File: src/rtl/pong_ball_ctrl.sv
// pong_ball_ctrl: serve/step/bounce/score sequencer for the pong ball position unit
module pong_ball_ctrl #(
  parameter int WIDTH = 8,
  parameter int BIT_OF_WIDTH = 3,
  parameter int PADDLE_H = 3,
  parameter int TICK_DIV = 16,
  parameter int WIN_SCORE = 7
) (
  input  logic                    clk,
  input  logic                    rst,
  input  logic                    start,
  input  logic [BIT_OF_WIDTH-1:0] x_pos,
  input  logic [BIT_OF_WIDTH-1:0] y_pos,
  input  logic [BIT_OF_WIDTH-1:0] paddle_l,
  input  logic [BIT_OF_WIDTH-1:0] paddle_r,
  output logic                    ball_en,
  output logic                    step,
  output logic [3:0]              vector,
  output logic [3:0]              score_l,
  output logic [3:0]              score_r,
  output logic                    point,
  output logic                    game_over,
  output logic [2:0]              ctrl_state
);
  typedef enum logic [2:0] {SERVE = 3'd0, WAIT = 3'd1, EVAL = 3'd2, STEP = 3'd3, POINT = 3'd4, OVER = 3'd5} state_t;
  localparam int CW = $clog2(TICK_DIV + 1);
  localparam logic [CW-1:0] CNT_LOAD = CW'(TICK_DIV - 1);
  localparam logic [BIT_OF_WIDTH-1:0] X_ONE = BIT_OF_WIDTH'(1);
  localparam logic [BIT_OF_WIDTH-1:0] X_LAST = BIT_OF_WIDTH'(WIDTH - 1);
  localparam logic [BIT_OF_WIDTH-1:0] X_NEXT = BIT_OF_WIDTH'(WIDTH - 2);
  localparam logic [BIT_OF_WIDTH:0] N_LAST = (BIT_OF_WIDTH+1)'(WIDTH - 1);
  localparam logic [BIT_OF_WIDTH:0] PH_M1 = (BIT_OF_WIDTH+1)'(PADDLE_H - 1);
  localparam logic [3:0] WIN = 4'(WIN_SCORE);
  state_t state, state_n;
  logic [CW-1:0] cnt, cnt_n;
  logic [3:0] vec_n, sl_n, sr_n;
  logic dir, dir_n;
  logic [1:0] vx, vy, vy_b;
  logic [BIT_OF_WIDTH:0] ny, pl_end, pr_end;
  logic hit_l, hit_r;
  assign vx = vector[3:2];
  assign vy = vector[1:0];
  assign ctrl_state = state;
  // paddle ends are computed one bit wider so a paddle near the bottom cannot wrap to the top
  always_comb begin
    vy_b = (y_pos == '0 && vy == 2'b11) ? 2'b01 : (y_pos == X_LAST && vy == 2'b01) ? 2'b11 : vy;
    ny = {1'b0, y_pos} + {{(BIT_OF_WIDTH-1){vy_b[1]}}, vy_b};
    pl_end = {1'b0, paddle_l} + PH_M1;
    pr_end = {1'b0, paddle_r} + PH_M1;
    hit_l = x_pos == X_ONE && vx == 2'b11 && ny >= {1'b0, paddle_l} && ny <= pl_end && ny <= N_LAST;
    hit_r = x_pos == X_NEXT && vx == 2'b01 && ny >= {1'b0, paddle_r} && ny <= pr_end && ny <= N_LAST;
  end
  always_comb begin
    state_n = state;
    cnt_n = cnt;
    vec_n = vector;
    sl_n = score_l;
    sr_n = score_r;
    dir_n = dir;
    case (state)
      SERVE: if (start) begin
        state_n = WAIT;
        cnt_n = CNT_LOAD;
        vec_n = {dir, 1'b1, 2'b01};
      end
      WAIT: begin
        state_n = cnt == '0 ? EVAL : WAIT;
        cnt_n = cnt == '0 ? cnt : cnt - 1'b1;
      end
      EVAL: if (x_pos == '0 || x_pos == X_LAST) begin
        state_n = POINT;
        vec_n = '0;
        sr_n = (x_pos == '0 && score_r != WIN) ? score_r + 4'd1 : score_r;
        sl_n = (x_pos == X_LAST && score_l != WIN) ? score_l + 4'd1 : score_l;
        dir_n = x_pos == '0;
      end else begin
        state_n = STEP;
        vec_n = {hit_l ? 2'b01 : hit_r ? 2'b11 : vx, vy_b};
      end
      STEP: begin
        state_n = WAIT;
        cnt_n = CNT_LOAD;
      end
      POINT: state_n = (score_l == WIN || score_r == WIN) ? OVER : SERVE;
      OVER: if (start) begin
        state_n = SERVE;
        sl_n = '0;
        sr_n = '0;
        dir_n = 1'b0;
      end
      default: state_n = SERVE;
    endcase
  end
  always_ff @(posedge clk) begin
    if (rst) begin
      state <= SERVE;
      cnt <= '0;
      vector <= '0;
      score_l <= '0;
      score_r <= '0;
      dir <= 1'b0;
      ball_en <= 1'b0;
      step <= 1'b0;
      point <= 1'b0;
      game_over <= 1'b0;
    end else begin
      state <= state_n;
      cnt <= cnt_n;
      vector <= vec_n;
      score_l <= sl_n;
      score_r <= sr_n;
      dir <= dir_n;
      ball_en <= state_n == WAIT || state_n == EVAL || state_n == STEP;
      step <= state_n == STEP;
      point <= state_n == POINT;
      game_over <= state_n == OVER;
    end
  end
endmodule
File: config.mk
export PLATFORM = sky130hd
export DESIGN_NAME = pong_ball_ctrl
export DESIGN_NICKNAME = d
export VERILOG_FILES = /design/src/rtl/pong_ball_ctrl.sv
export SDC_FILE = /design/constraint.sdc
export NUM_CORES = 1
export LEC_CHECK = 0
export ABC_AREA = 1
export BUFFER_PORTS_ARGS = -buffer_cell sky130_fd_sc_hd__buf_2
export CAP_MARGIN = 20
export CORE_ASPECT_RATIO = 0.5
export CORE_MARGIN = 3
export CORE_UTILIZATION = 30
export CTS_BUF_LIST = sky130_fd_sc_hd__clkbuf_4 sky130_fd_sc_hd__clkbuf_8
export CTS_CLUSTER_DIAMETER = 30
export DETAILED_ROUTE_END_ITERATION = 10
export PLACE_DENSITY_LB_ADDON = 0.3
export SETUP_SLACK_MARGIN = 0.5
export SLEW_MARGIN = 10
export SYNTH_ARGS = -nofsm -noshare
export SYNTH_HDL_FRONTEND = slang
export SYNTH_SLANG_ARGS = --single-unit
File: constraint.sdc
create_clock -name clk -period 3.4 [get_ports clk]
set_input_delay 0.34 -clock clk [delete_from_list [all_inputs] [get_ports clk]]
set_output_delay 0.34 -clock clk [all_outputs]
set_load 0.005 [all_outputs]
; Word-level counts from Yosys, hierarchy flattened
; Cells that the tools add are included.
[classes]
n_addsub = 6
n_lt_le_gt_ge = 5
n_eq_ne = 29
n_mux = 26
reduce_logical = 29
[op_table]
columns = cell, n
row1 = 4-bit 2-to-1 mux, 7
row2 = 4-bit case mux with 2 select lines, 3
row3 = "3-bit == test, second input constant", 7
row4 = 3-bit case mux with 6 select lines, 1
row5 = 5-bit case mux with 3 select lines, 1
row6 = "3-bit by 2-bit == test with 1-bit output, second input constant", 4
row7 = 1-bit logical AND, 12
row8 = 3-bit 2-to-1 mux, 4
row9 = "2-bit inequality test, second input constant", 6
row10 = 2-bit 2-to-1 mux, 5
row11 = 5-bit 2-to-1 mux, 2
row12 = "3-bit by 1-bit == test with 1-bit output, second input constant", 3
row13 = 3-bit logical NOT, 3
row14 = 3-bit AND reduction, 3
row15 = "3-bit by 2-bit adder with 4-bit output, second input constant", 2
row16 = "4-bit by 1-bit adder with 4-bit output, second input constant", 2
row17 = "4-bit by 3-bit == test with 1-bit output, second input constant", 2
row18 = 4-bit by 3-bit >= comparator with 1-bit output, 2
row19 = 4-bit less-or-equal comparator, 2
row20 = "4-bit by 3-bit inequality test with 1-bit output, second input constant", 2
row21 = 4-bit AND reduction, 2
row22 = 5-bit logical NOT, 1
row23 = "5-bit by 1-bit subtractor with 5-bit output, second input constant", 1
row24 = 3-bit by 4-bit adder with 4-bit output, 1
row25 = 10 further kinds, 17
[totals]
ff_bits = 25
in_bits = 15
output_inout_bits = 19
elab_cells = 106

; Longest topological paths before layout
[depth]
word_depth = 13
ltp_mapped = 24
ltp_nobuf = 24

; Worst setup path after synthesis
; OpenSTA, ideal clock, no wires.
[synth_path]
kind = reg-to-reg
start = reg vector[0]
end = reg vector[3]
setup_time_ns = 0.113
t_arrival_ns = 2.419
required_time_ns = 3.287
path_slack_ns = 0.868
path_stages_with_launch = 23
n_path_buf = 0
synth_period_minus_slack_ns = 2.532
cell_sequence = dfxtp_1 nand3_1 nand2_1 nand2_1 nand2_1 xor2_1 ha_1 inv_1 o21ai_0 xor2_1 inv_1 ha_1 nand2_1 o21bai_1 nand2_1 nand2_1 nand2_1 nor2_1 nand2_1 nand3_1 nand2_1 nor2_1 nor2_1
[synth_via]
elab_chain_len = 12
elab_cells_between_ends = 23
classes_between = add/sub: 1 / order compare: 5 / eq/ne: 3 / mux: 5 / reduce/logical: 9
[synth_rtl]
columns = element, line_no
row1 = start: declaration, 18  ; output logic [3:0] vector,
row2 = start signal: assignment, 109  ; vector <= vec_n;
row3 = 2-bit by 1-bit == test with 1-bit output, 46  ; vy_b = (y_pos == '0 && vy == 2'b11) ? 2'b01 : (y_pos == X_LAST && vy == 2'b01) ? 2'b11 : vy;
row4 = 1-bit logical AND, 46
row5 = 2-bit 2-to-1 mux, 46
row6 = 2-bit 2-to-1 mux *, 46
row7 = 3-bit by 4-bit adder with 4-bit output *, 47  ; ny = {1'b0, y_pos} + {{(BIT_OF_WIDTH-1){vy_b[1]}}, vy_b};
row8 = 4-bit by 3-bit >= comparator with 1-bit output, 50  ; hit_l = x_pos == X_ONE && vx == 2'b11 && ny >= {1'b0, paddle_l} && ny <= pl_end && ny <= N_LAST;
row9 = 1-bit logical AND (3 in series), 50
row10 = 2-bit 2-to-1 mux, 78  ; vec_n = {hit_l ? 2'b01 : hit_r ? 2'b11 : vx, vy_b};
row11 = 4-bit 2-to-1 mux, 70  ; EVAL: if (x_pos == '0 || x_pos == X_LAST) begin
row12 = 4-bit case mux with 2 select lines, 60  ; case (state)
; Mark *: on every way between the ends. The rest lies on a longest branch, timed or not.
; A chain may end at the register's enable or synchronous reset.

; Final worst setup path
; Same ends and word-level chain as after synthesis.

==> metrics <==
CTS clock-pin slew for the worst setup and hold paths=90 ps; Clock Root Buffer=clkbuf_8; Placed Cells=354; Mapped Cells=252; class of the worst hold path=primary input to flop; Antenna Diode Count=0; Site Rows=18; Sw Ratio=36.07%; RSZ-0062 raised after global routing=false; final period utilization=78.67%; Max VDD drop=0.1204 mV; Hold-fix buffers, CTS=0; Core ar.=0.005248 sq mm; htree depth=1; # setup viols final=0; hold path start=rst; cell area after synthesis=0.001744 sq mm; post-route ant nets=0; Slew @ Worst Pin=369.7 ps; grt total ovfl=0; CTS tree=built; area of the multi-input gates=0.001065 sq mm; via count of the routed design=1653; drt pass-1 iters=4; WHS Path Cells=2; vias in the first global route=1569; post-synthesis sequential area ratio=28.69%; Pleak=1.065 nW; DRC viols=0; EDFF count, synth=0; Longest Clk Path Bufs=2; net count after synthesis=287; YS warnings=0; reg-to-reg setup timing slack=730 ps; Gate power share=35.4%; Initial Util=33.24%; drt via density=4.579; outcome=finished clean; clock skew=8.177 ps; ys flop type=dfxtp_1; FMAX=373.8 MHz; setup_tns=0 ps; CP arrival=2850 ps; clock net sink count=25; PD cells=387.2 mW/mm^2; hold endpoint=step; Post-Syn Area per Cell=6.921 sq um; Synth async-reset ratio=0%; cell taking the most area after synthesis=dfxtp_1; Fin. Hold Viols=0; proportion of layout cells with a drive suffix above 1=23.02%; die span in x=113.8 microns; GPL Wtd Cong=0.8082; dpl hpwl=3193 microns; # nets final=327; initial antenna violation count=0; first-pass GRT wire length=6679 microns; IO buf count=33; Worst Path Class, Setup=flop to flop; Routed WL=3960 microns; Max Fanout on Critical Path=5; area grow syn2layout=19.58%; Synth Register Bits=25; minimum clock period=2675 ps; final non-filler cell total=361; Seq pwr share=42.7%; Filler Cell Count=554; Rel. slew slack=75.17%; Pint=0.5164 mW; Top Ports=34; library cells used by synthesis=30; Data required, critical path=3580 ps; total CTS buffers=3; Synth top area share=28.69%; Reg2Reg Depth=24; Clk Latency, worst-skew pair=270 ps; endpoint class of the critical path=flop; routed len/inst=10.97 microns; total area of sequential cells=504.2 sq um; largest cells by area after synthesis=dfxtp_1, ha_1, inv_1, nand2_1, nor2_1; r2r endpoint=vector[3]; clock share of power=21.9%; most frequent cells in the layout=inv_1, nand2_1, buf_2; Tot GR Track Use=12.08%; Reg2Reg Launch Point=vector[0]; most common library cell in the layout ignoring fill and taps=inv_1; Die Span Y=59.92 microns; sw power=0.2913 mW; Initial DRC Count=47; startpoint types=flop; die area=0.006820 sq mm; largest net degree at the start of global routing=15; final max-slew violation count=0; max cap viols=0
-- metal layers --
metal  part of all wire [%]  up-vias  GRT usage [%]  routed length [microns]
met4                   0.68        0          2.876                       27
met5                      0        -              0                        0
met2                     45       26          21.17                     1800
li1                       -      887              -                        -
met3                    4.2        2          2.932                      166
met1                     50      738          15.25                     1966
-- stage by stage --
step	power, mW	hold slack [ps]	utilization (%)	instance area, sq um	setup WS [ps]
floorplan	0.5478	418.7	-	1744	868.2
global placement	0.6190	438.4	37.98	1993	575.3
detailed placement	0.6280	440.9	37.98	1993	430.1
CTS	0.8107	395.1	38.89	2041	545.0
global route	0.8764	404.5	39.75	2086	499.9
finish	0.8076	393.5	39.75	2086	725.1
-- cells by family (layout without fill, tap and decap cells) --
logic type | Yosys count | after routing | synth area share (%)
buffers and inverters | 53 | 92 | 11.41
DFF | 25 | 25 | 28.69
xor gates and xnor gates | 2 | 2 | 1.004
and+or+nand+nor | 113 | 113 | 30.85
adders and majority gates | 20 | 20 | 14.35
AOI/OAI and AO/OA | 39 | 39 | 13.70
-- worst max path at each step --
stage | depth (start not counted) | slack (ps) | to | from
6_report | 24 | 730 | vector[3] | vector[0]
5_1_grt | 24 | 500 | vector[3] | vector[0]
4_1_cts | 23 | 540 | vector[3] | vector[0]
3_5_place_dp | 25 | 430 | vector[3] | y_pos[1]
3_3_place_gp | 24 | 580 | vector[3] | y_pos[1]
2_1_floorplan | 22 | 870 | vector[3] | vector[0]
-- power by group through the flow --
stage	registers (mW)	clock network, mW	logic, mW
3_5_place_dp	0.353	0	0.275
4_1_cts	0.346	0.188	0.277
6_report	0.345	0.177	0.286
5_1_grt	0.350	0.196	0.330
3_3_place_gp	0.350	0	0.269
2_1_floorplan	0.350	0	0.198
-- critical path: stages (launching register included) --
cell	delay, ps
dfxtp_4	370
nand3_1	70
nand2_1	60
nand2_2	70
nand2_2	80
xor2_1	150
ha_1	200
inv_1	70
nand3_1	70
o21ai_1	110
xor2_1	180
inv_2	90
ha_4	270
nand2_2	40
o21bai_1	140
nand2_1	60
nand2_1	80
nand2_1	60
nor2_1	30
nand2_1	70
nand3_1	70
nand2_1	100
nand2_1	50
nand2_1	50
nor2_1	40
-- what timing repair did --
| action | 4_1_cts | 5_1_grt |
|---|---|---|
| pin swaps | 0 | 2 |
| endpoints found under the setup margin | 1 | 2 |
| resized for setup | 1 | 7 |
| setup buffers | 0 | 3 |
-- area by class of cell --
class                   instances  share of cell area [%]
clock buffers                   3                   1.980
clock inverters                 1                  0.2400
inverters                      52                   9.358
multi-input cells             174                   51.05
flip-flops and latches         25                   24.18
well taps                      70                   4.199
repair buffers                 36                   8.998
-- state kept, by name (all words and copies together), names as in the netlist --
| name | count |
|---|---|
| point | 1 |
| cnt | 5 |
| score_r | 4 |
| game_over | 1 |
| dir | 1 |
| score_l | 4 |
| vector | 4 |
| ball_en | 1 |
| step | 1 |
| ctrl_state | 3 |
-- cell usage after synthesis (3+ instances only) --
master and n:
a21oi_1 15, nor2_1 23, a31oi_1 3, ha_1 20
inv_1 48, inv_2 4, nor2_2 3, nand2_1 48
dfxtp_1 25, nand3_1 11, o21ai_0 12, nor3_1 13
No activity file was read; power rests on OpenSTA's default activity.
